--- config.mk ---
export PLATFORM = sky130hd
export DESIGN_NAME = frag_fifo_reader
export DESIGN_NICKNAME = d
export VERILOG_FILES = /design/src/rtl/frag_fifo_reader.sv
export SDC_FILE = /design/constraint.sdc
export NUM_CORES = 2
export LEC_CHECK = 0
export BUFFER_PORTS_ARGS = -buffer_cell sky130_fd_sc_hd__buf_2
export CAP_MARGIN = 20
export CORE_MARGIN = 2
export CORE_UTILIZATION = 45
export DETAILED_ROUTE_END_ITERATION = 12
export HOLD_SLACK_MARGIN = 0.05
export PLACE_DENSITY = 0.65
export SLEW_MARGIN = 20
export SYNTH_ARGS = -nofsm -noshare
export SYNTH_HDL_FRONTEND = slang
export SYNTH_SLANG_ARGS = --single-unit
export TNS_END_PERCENT = 30
--- constraint.sdc ---
create_clock -name clk -period 15.9 [get_ports clk]
set_input_delay 2.385 -clock clk [delete_from_list [all_inputs] [get_ports clk]]
set_output_delay 2.385 -clock clk [all_outputs]
set_load 0.02 [all_outputs]
--- src/rtl/frag_fifo_reader.sv ---
// frag_fifo_reader: pops FRAG_WORDS FIFO words into one fragment record, computes its pixel address and hands it downstream.
// Define FRAG_BOUNDS_CHECK_EN to discard fragments lying outside resx x resy.
module frag_fifo_reader #(
   parameter int DATA_WIDTH = 32,
   parameter int FRAG_WORDS = 8,
   parameter int CNT_WIDTH  = 16
) (
   input  logic                             clk,
   input  logic                             reset,
   input  logic                             en,
   input  logic [DATA_WIDTH-1:0]            frag_fifo_rd_data,
   input  logic                             frag_fifo_empty,
   output logic                             frag_fifo_rd_en,
   input  logic [31:0]                      resx,
   input  logic [31:0]                      resy,
   output logic                             frag_valid,
   input  logic                             frag_ready,
   output logic [DATA_WIDTH*FRAG_WORDS-1:0] frag_data,
   output logic [31:0]                      frag_addr,
   output logic                             busy,
   output logic [CNT_WIDTH-1:0]             frag_count,
   output logic [CNT_WIDTH-1:0]             drop_count
);
   localparam int IW = $clog2(FRAG_WORDS + 1);
   localparam logic [1:0] FILL = 2'd0, ADDR = 2'd1, OUT = 2'd2;
   logic [1:0] state;
   logic [IW-1:0] issued, captured;
   logic pend;
   logic [31:0] x, y;
   assign x = 32'(frag_data[0 +: DATA_WIDTH]);
   assign y = 32'(frag_data[DATA_WIDTH +: DATA_WIDTH]);
   assign frag_fifo_rd_en = !reset && state == FILL && en && !frag_fifo_empty && issued < IW'(FRAG_WORDS);
   assign busy = state != FILL || captured != '0 || issued != '0;
`ifdef FRAG_BOUNDS_CHECK_EN
   logic oob;
   assign oob = x >= resx || y >= resy;
`else
   logic unused;
   assign unused = ^resy;
   assign drop_count = '0;
`endif
   always_ff @(posedge clk) begin
      if (reset) begin
         state      <= FILL;
         issued     <= '0;
         captured   <= '0;
         pend       <= 1'b0;
         frag_valid <= 1'b0;
         frag_data  <= '0;
         frag_addr  <= '0;
         frag_count <= '0;
`ifdef FRAG_BOUNDS_CHECK_EN
         drop_count <= '0;
`endif
      end else begin
         // data returns one cycle after the strobe, so capture trails issue
         pend <= frag_fifo_rd_en;
         case (state)
            FILL: begin
               issued <= issued + IW'(frag_fifo_rd_en);
               if (pend) begin
                  frag_data[captured*DATA_WIDTH +: DATA_WIDTH] <= frag_fifo_rd_data;
                  captured <= captured + IW'(1);
                  if (captured == IW'(FRAG_WORDS - 1)) begin
                     captured <= '0;
                     issued   <= '0;
                     state    <= ADDR;
                  end
               end
            end
            ADDR: begin
               frag_addr <= y * resx + x;
`ifdef FRAG_BOUNDS_CHECK_EN
               frag_valid <= !oob;
               state      <= oob ? FILL : OUT;
               drop_count <= drop_count + CNT_WIDTH'(oob);
`else
               frag_valid <= 1'b1;
               state      <= OUT;
`endif
            end
            OUT: begin
               if (frag_ready) begin
                  frag_valid <= 1'b0;
                  frag_count <= frag_count + CNT_WIDTH'(1);
                  state      <= FILL;
               end
            end
            default: state <= FILL;
         endcase
      end
   end
endmodule

==> Yosys cells after proc, flatten, opt, wreduce, memory -nomap -nowiden <==
Index checks and enable logic that the tools add are counted.
{ "totals": {"register_bits": 316, "in_bits": 101, "wordCells": 50} }
{ "op_classes": {"n_addsub": 5, "multipliers": 1, "n_lt_le_gt_ge": 1, "eq_ne": 6, "shift": 2, "mux": 10, "n_reduce_logical": 17} }
{ "op_table": {"columns": ["operator", "count"], "rows": [
  ["256-bit bitwise mux", 1],
  ["32-bit by 34-bit variable shift with 256-bit output, first input constant", 1],
  ["32-bit by 34-bit indexed part select with 256-bit output", 1],
  ["9-bit negation with 34-bit output", 1],
  ["32-bit adder", 1],
  ["32-bit by 32-bit multiplier with 32-bit output", 1],
  ["16-bit by 1-bit adder with 16-bit output, second input constant", 1],
  ["4-bit two-way mux", 3],
  ["4-bit nonzero test", 2],
  ["2-bit two-way mux", 3],
  ["2-bit case mux with 3 select lines", 1],
  ["2-bit AND reduction", 3],
  ["4-bit by 1-bit adder with 4-bit output", 1],
  ["4-bit by 1-bit adder with 4-bit output, second input constant", 1],
  ["4-bit by 3-bit == test with 1-bit output, second input constant", 1],
  ["1-bit logical AND", 4],
  ["4-bit less-than comparator, second input constant", 1],
  ["2-bit inequality test, second input constant", 2],
  ["2-bit nonzero test", 2],
  ["3-bit AND reduction", 1],
  ["2-bit by 1-bit == test with 1-bit output, second input constant", 1],
  ["2-bit == test, second input constant", 1],
  ["1-bit logical NOT", 2],
  ["2-bit logical NOT", 1],
  ["other kinds (4)", 5]
]} }

==> Depth between registers and ports, before layout <==
{ "logic_depth": {"ltp_word": 8, "mapped_depth": 29, "depth_no_buf": 26} }

==> Worst setup path after synthesis <==
OpenSTA, ideal clock, no wires.
{ "synth_path": {"kind": "input to register", "from": "input resx[4]", "to": "register frag_addr[24]", "t_arrival_ns": 9.024, "t_required_ns": 15.783, "path_slack_ns": 6.758, "path_stages": 26, "n_path_buf": 3, "path_cell_list": "clkbuf_1 -> clkbuf_1 -> and2_1 -> fa_1 -> fa_1 -> fa_1 -> inv_1 -> fa_1 -> inv_1 -> fa_1 -> inv_1 -> fa_1 -> inv_1 -> fa_1 -> inv_1 -> fa_1 -> inv_1 -> ha_1 -> buf_2 -> and2_2 -> and4_2 -> a221o_1 -> a2111o_1 -> a41oi_2 -> xor2_1 -> o21ai_1"} }
{ "synth_between": {"elab_chain_len": 2} }
{ "synth_lines": {"columns": ["item", "line", "text"], "rows": [
  ["start, declared", "14", "input logic [31:0] resx,"],
  ["32-bit by 32-bit multiplier with 32-bit output", "72", "frag_addr <= y * resx + x;"],
  ["32-bit adder", "72", null],
  ["end signal, assigned", "72", null],
  ["end, declared", "19", "output logic [31:0] frag_addr,"]
]} }
Every way passes these cells.
A chain may end at the register's enable or synchronous reset.

==> Final worst setup path <==
{ "layout_path": {"from": "input resx[0]", "to": "register frag_addr[31]"} }
The elaborated chain is that of the path after synthesis.

==> impl_metrics.env <==
export IMPL_finalSetupViolCount=0
export IMPL_grt_setup_unrepaired="false"
export IMPL_die_h_um=256.3
export IMPL_stdcell_area_um2=31990
export IMPL_overflow=0
export IMPL_netlist_area_um2=28650
export IMPL_cts_buffers=34
export IMPL_critPathMaxFanout=32
export IMPL_startpoint_type="primary input"
export IMPL_cellPowerDensity_nw_per_um2=54.80
export IMPL_cp_arrival_ns=9.97
export IMPL_clock_skew_ns=0.02621
export IMPL_cts_repair_resized=0
export IMPL_clockBufferDepth=3
export IMPL_hold_violations=0
export IMPL_drc=0
export IMPL_finalCritPeriodShare_pct=60.15
export IMPL_io_pins=424
export IMPL_yosys_top_cells_area="fa_1 (31%), dfxtp_1 (22%), nand2_1 (7.8%)"
export IMPL_async_flop_share_pct=0
export IMPL_vias=23399
export IMPL_maxSlewHeadroom_pct=27.70
export IMPL_yosysTopAreaCellShare_pct=30.61
export IMPL_port_buffers=375
export IMPL_synth_ff_type="dfxtp_1"
export IMPL_period_minus_slack_ns=9.563
export IMPL_worst_slew_pin_slew_ns=1.085
export IMPL_hpwl_um=66560
export IMPL_syn_inst=3371
export IMPL_synth_cell_type_count=64
export IMPL_synth_edf_count=0
export IMPL_post_synth_top_count_cell="nand2_1"
export IMPL_ctsRootBufferMaster="clkbuf_16"
export IMPL_grtUsageTotal_pct=27.71
export IMPL_vias_per_cell=5.277
export IMPL_slew_viol_final=0
export IMPL_hold_ws_ns=0.4470
export IMPL_hold_class="reg -> reg"
export IMPL_seq_area_frac_synth_pct=22.08
export IMPL_max_vdd_ir_drop_mv=0.07774
export IMPL_status="finished clean"
export IMPL_antenna_found_initial=6
export IMPL_timing_setup_tns_ns=0
export IMPL_drtIter0Drc=1568
export IMPL_initial_utilization_pct=45.50
export IMPL_wl_um=90290
export IMPL_num_nets_final=4234
export IMPL_avgSynthCellArea_um2=8.498
export IMPL_criticalPathCategory="in -> reg"
export IMPL_grt_max_degree=100
export IMPL_clock_latency_ns=0.55
export IMPL_end_kind="flip-flop"
export IMPL_rows=92
export IMPL_leakagePower_uw=0.01479
export IMPL_coreArea_um2=62970
export IMPL_dpl_cell_area_um2=30840
export IMPL_die_w_um=256.3
export IMPL_final_layout_size_suffix_gt1_share_pct=13.74
export IMPL_post_cts_buffers=0
export IMPL_areaGrowthSynthToFinish_pct=11.69
export IMPL_grt_pass1_wl_um=141700
export IMPL_fmax_mhz=104.6
export IMPL_firstDrtPassIters=6
export IMPL_synth_seq_cells=316
export IMPL_die_area_um2=65690
export IMPL_yosys_top_cells_count="nand2_1 (595), inv_1 (481), fa_1 (438), dfxtp_1 (316), a21oi_1 (309)"
export IMPL_htreeDepth=2
export IMPL_yosysTopAreaCell="fa_1"
export IMPL_path_clk_slew_ns=0.06
export IMPL_gp_congestion=0.8881
export IMPL_maxCapViolations=0
export IMPL_postRouteAntennaNets=0
export IMPL_wl_per_cell_um=20.36
export IMPL_tritoncts="built"
export IMPL_cts_hold_fix_buffers=0
export IMPL_cts_sinks=316
export IMPL_synth_warnings=0
export IMPL_critical_path_required_ns=16.30
export IMPL_grt_pass1_vias=23842
-- routing by layer --
layer / part of all wire (%) / vias to the layer above / track usage (%)
met5: 0.038 / - / 0
met4: 3.4 / 6 / 8.934
met3: 9.8 / 161 / 8.758
met2: 47 / 879 / 44.83
met1: 40 / 11671 / 35.25
li1: - / 10682 / -
-- cell families after synthesis --
kind of cell | Yosys count | synth area share, %
DFF | 316 | 22.08
buffers and inverters | 750 | 10.19
and+or+nand+nor | 1257 | 20.92
xor gates and xnor gates | 98 | 3.044
AOI/OAI and AO/OA | 378 | 7.333
muxes | 1 | 0.03494
adders and majority gates | 570 | 36.37
other | 1 | 0.01309
-- state kept, by name, summed over array words and instances (netlist names) --
| name | cells |
|---|---|
| frag_count | 16 |
| frag_data | 256 |
| state | 2 |
| issued | 4 |
| frag_addr | 32 |
| pend | 1 |
| captured | 4 |
| frag_valid | 1 |
-- critical path, stage by stage --
cell      delay, ns
buf_2          0.55
and2_1         0.25
fa_1           0.45
fa_1           0.52
fa_1           0.49
inv_1          0.09
fa_1           0.57
inv_1          0.06
fa_1           0.50
inv_1          0.06
fa_1           0.55
inv_1          0.06
fa_1           0.50
inv_1          0.05
fa_1           0.47
inv_1          0.04
ha_1           0.39
o211ai_1       0.14
o211a_1        0.25
o31a_1         0.24
a211o_1        0.34
a21oi_1        0.24
a211oi_1       0.18
xnor2_1        0.43
a211oi_1       0.13
-- path summary, 6_finish.rpt --
check                                                   end  cells past startpoint  slack (ns)                        start
worst min-delay path            frag_data[201]$_SDFFE_PP0P_                      2        0.45  frag_data[201]$_SDFFE_PP0P_
worst min register to register  frag_data[201]$_SDFFE_PP0P_                      2        0.45  frag_data[201]$_SDFFE_PP0P_
worst max register to register   frag_addr[31]$_SDFFE_PP0P_                     24        7.83   frag_data[46]$_SDFFE_PP0P_
worst max-delay path             frag_addr[31]$_SDFFE_PP0P_                     25        6.34                      resx[0]
-- metrics by stage --
step | instances | worst slack, ns | util (%) | power [uW]
after floorplan | 3386 | 6.758 | - | 893.9
after global placement | 4373 | 5.871 | 48.97 | 946.0
after detailed placement | 4373 | 5.845 | 48.97 | 947.5
after CTS | 4433 | 6.372 | 50.80 | 1765
after global routing | 4433 | 6.096 | 50.81 | 1804
final | 4434 | 6.337 | 50.81 | 1753
-- power breakdown --
part	internal, uW	switching [uW]
Combinational	27.1	105
Sequential	794	4.34
Clock	477	345
Total	1300	454
-- cell usage in the layout, fill, tap and decap left out, types with 7 or more instances in the layout --
| cell type | instances |
|---|---|
| and3_1 | 10 |
| a21oi_1 | 309 |
| xor2_1 | 32 |
| dfxtp_1 | 312 |
| buf_2 | 374 |
| nand2_1 | 594 |
| nor3_1 | 14 |
| nor2_1 | 41 |
| clkbuf_16 | 35 |
| conb_1 | 16 |
| nand4_1 | 9 |
| o21ai_1 | 7 |
| and2_1 | 301 |
| fa_1 | 438 |
| ha_1 | 132 |
| nand3_1 | 245 |
| inv_1 | 481 |
| clkbuf_8 | 8 |
| buf_4 | 35 |
| a21o_1 | 11 |
| o21ai_0 | 11 |
| xnor2_1 | 65 |
-- final cells by class --
type                       instances  area [um^2]
timing repair buffer             410         2150
antenna                            1        2.502
sequential                       316         6331
tap                              846         1059
inverter                         481         1805
clock inverter                    12        146.4
multi-input combinational       2320        19500
clock buffer                      48         1005
fill                            6040        30970
Note: power is estimated with default switching activity, not from simulation.
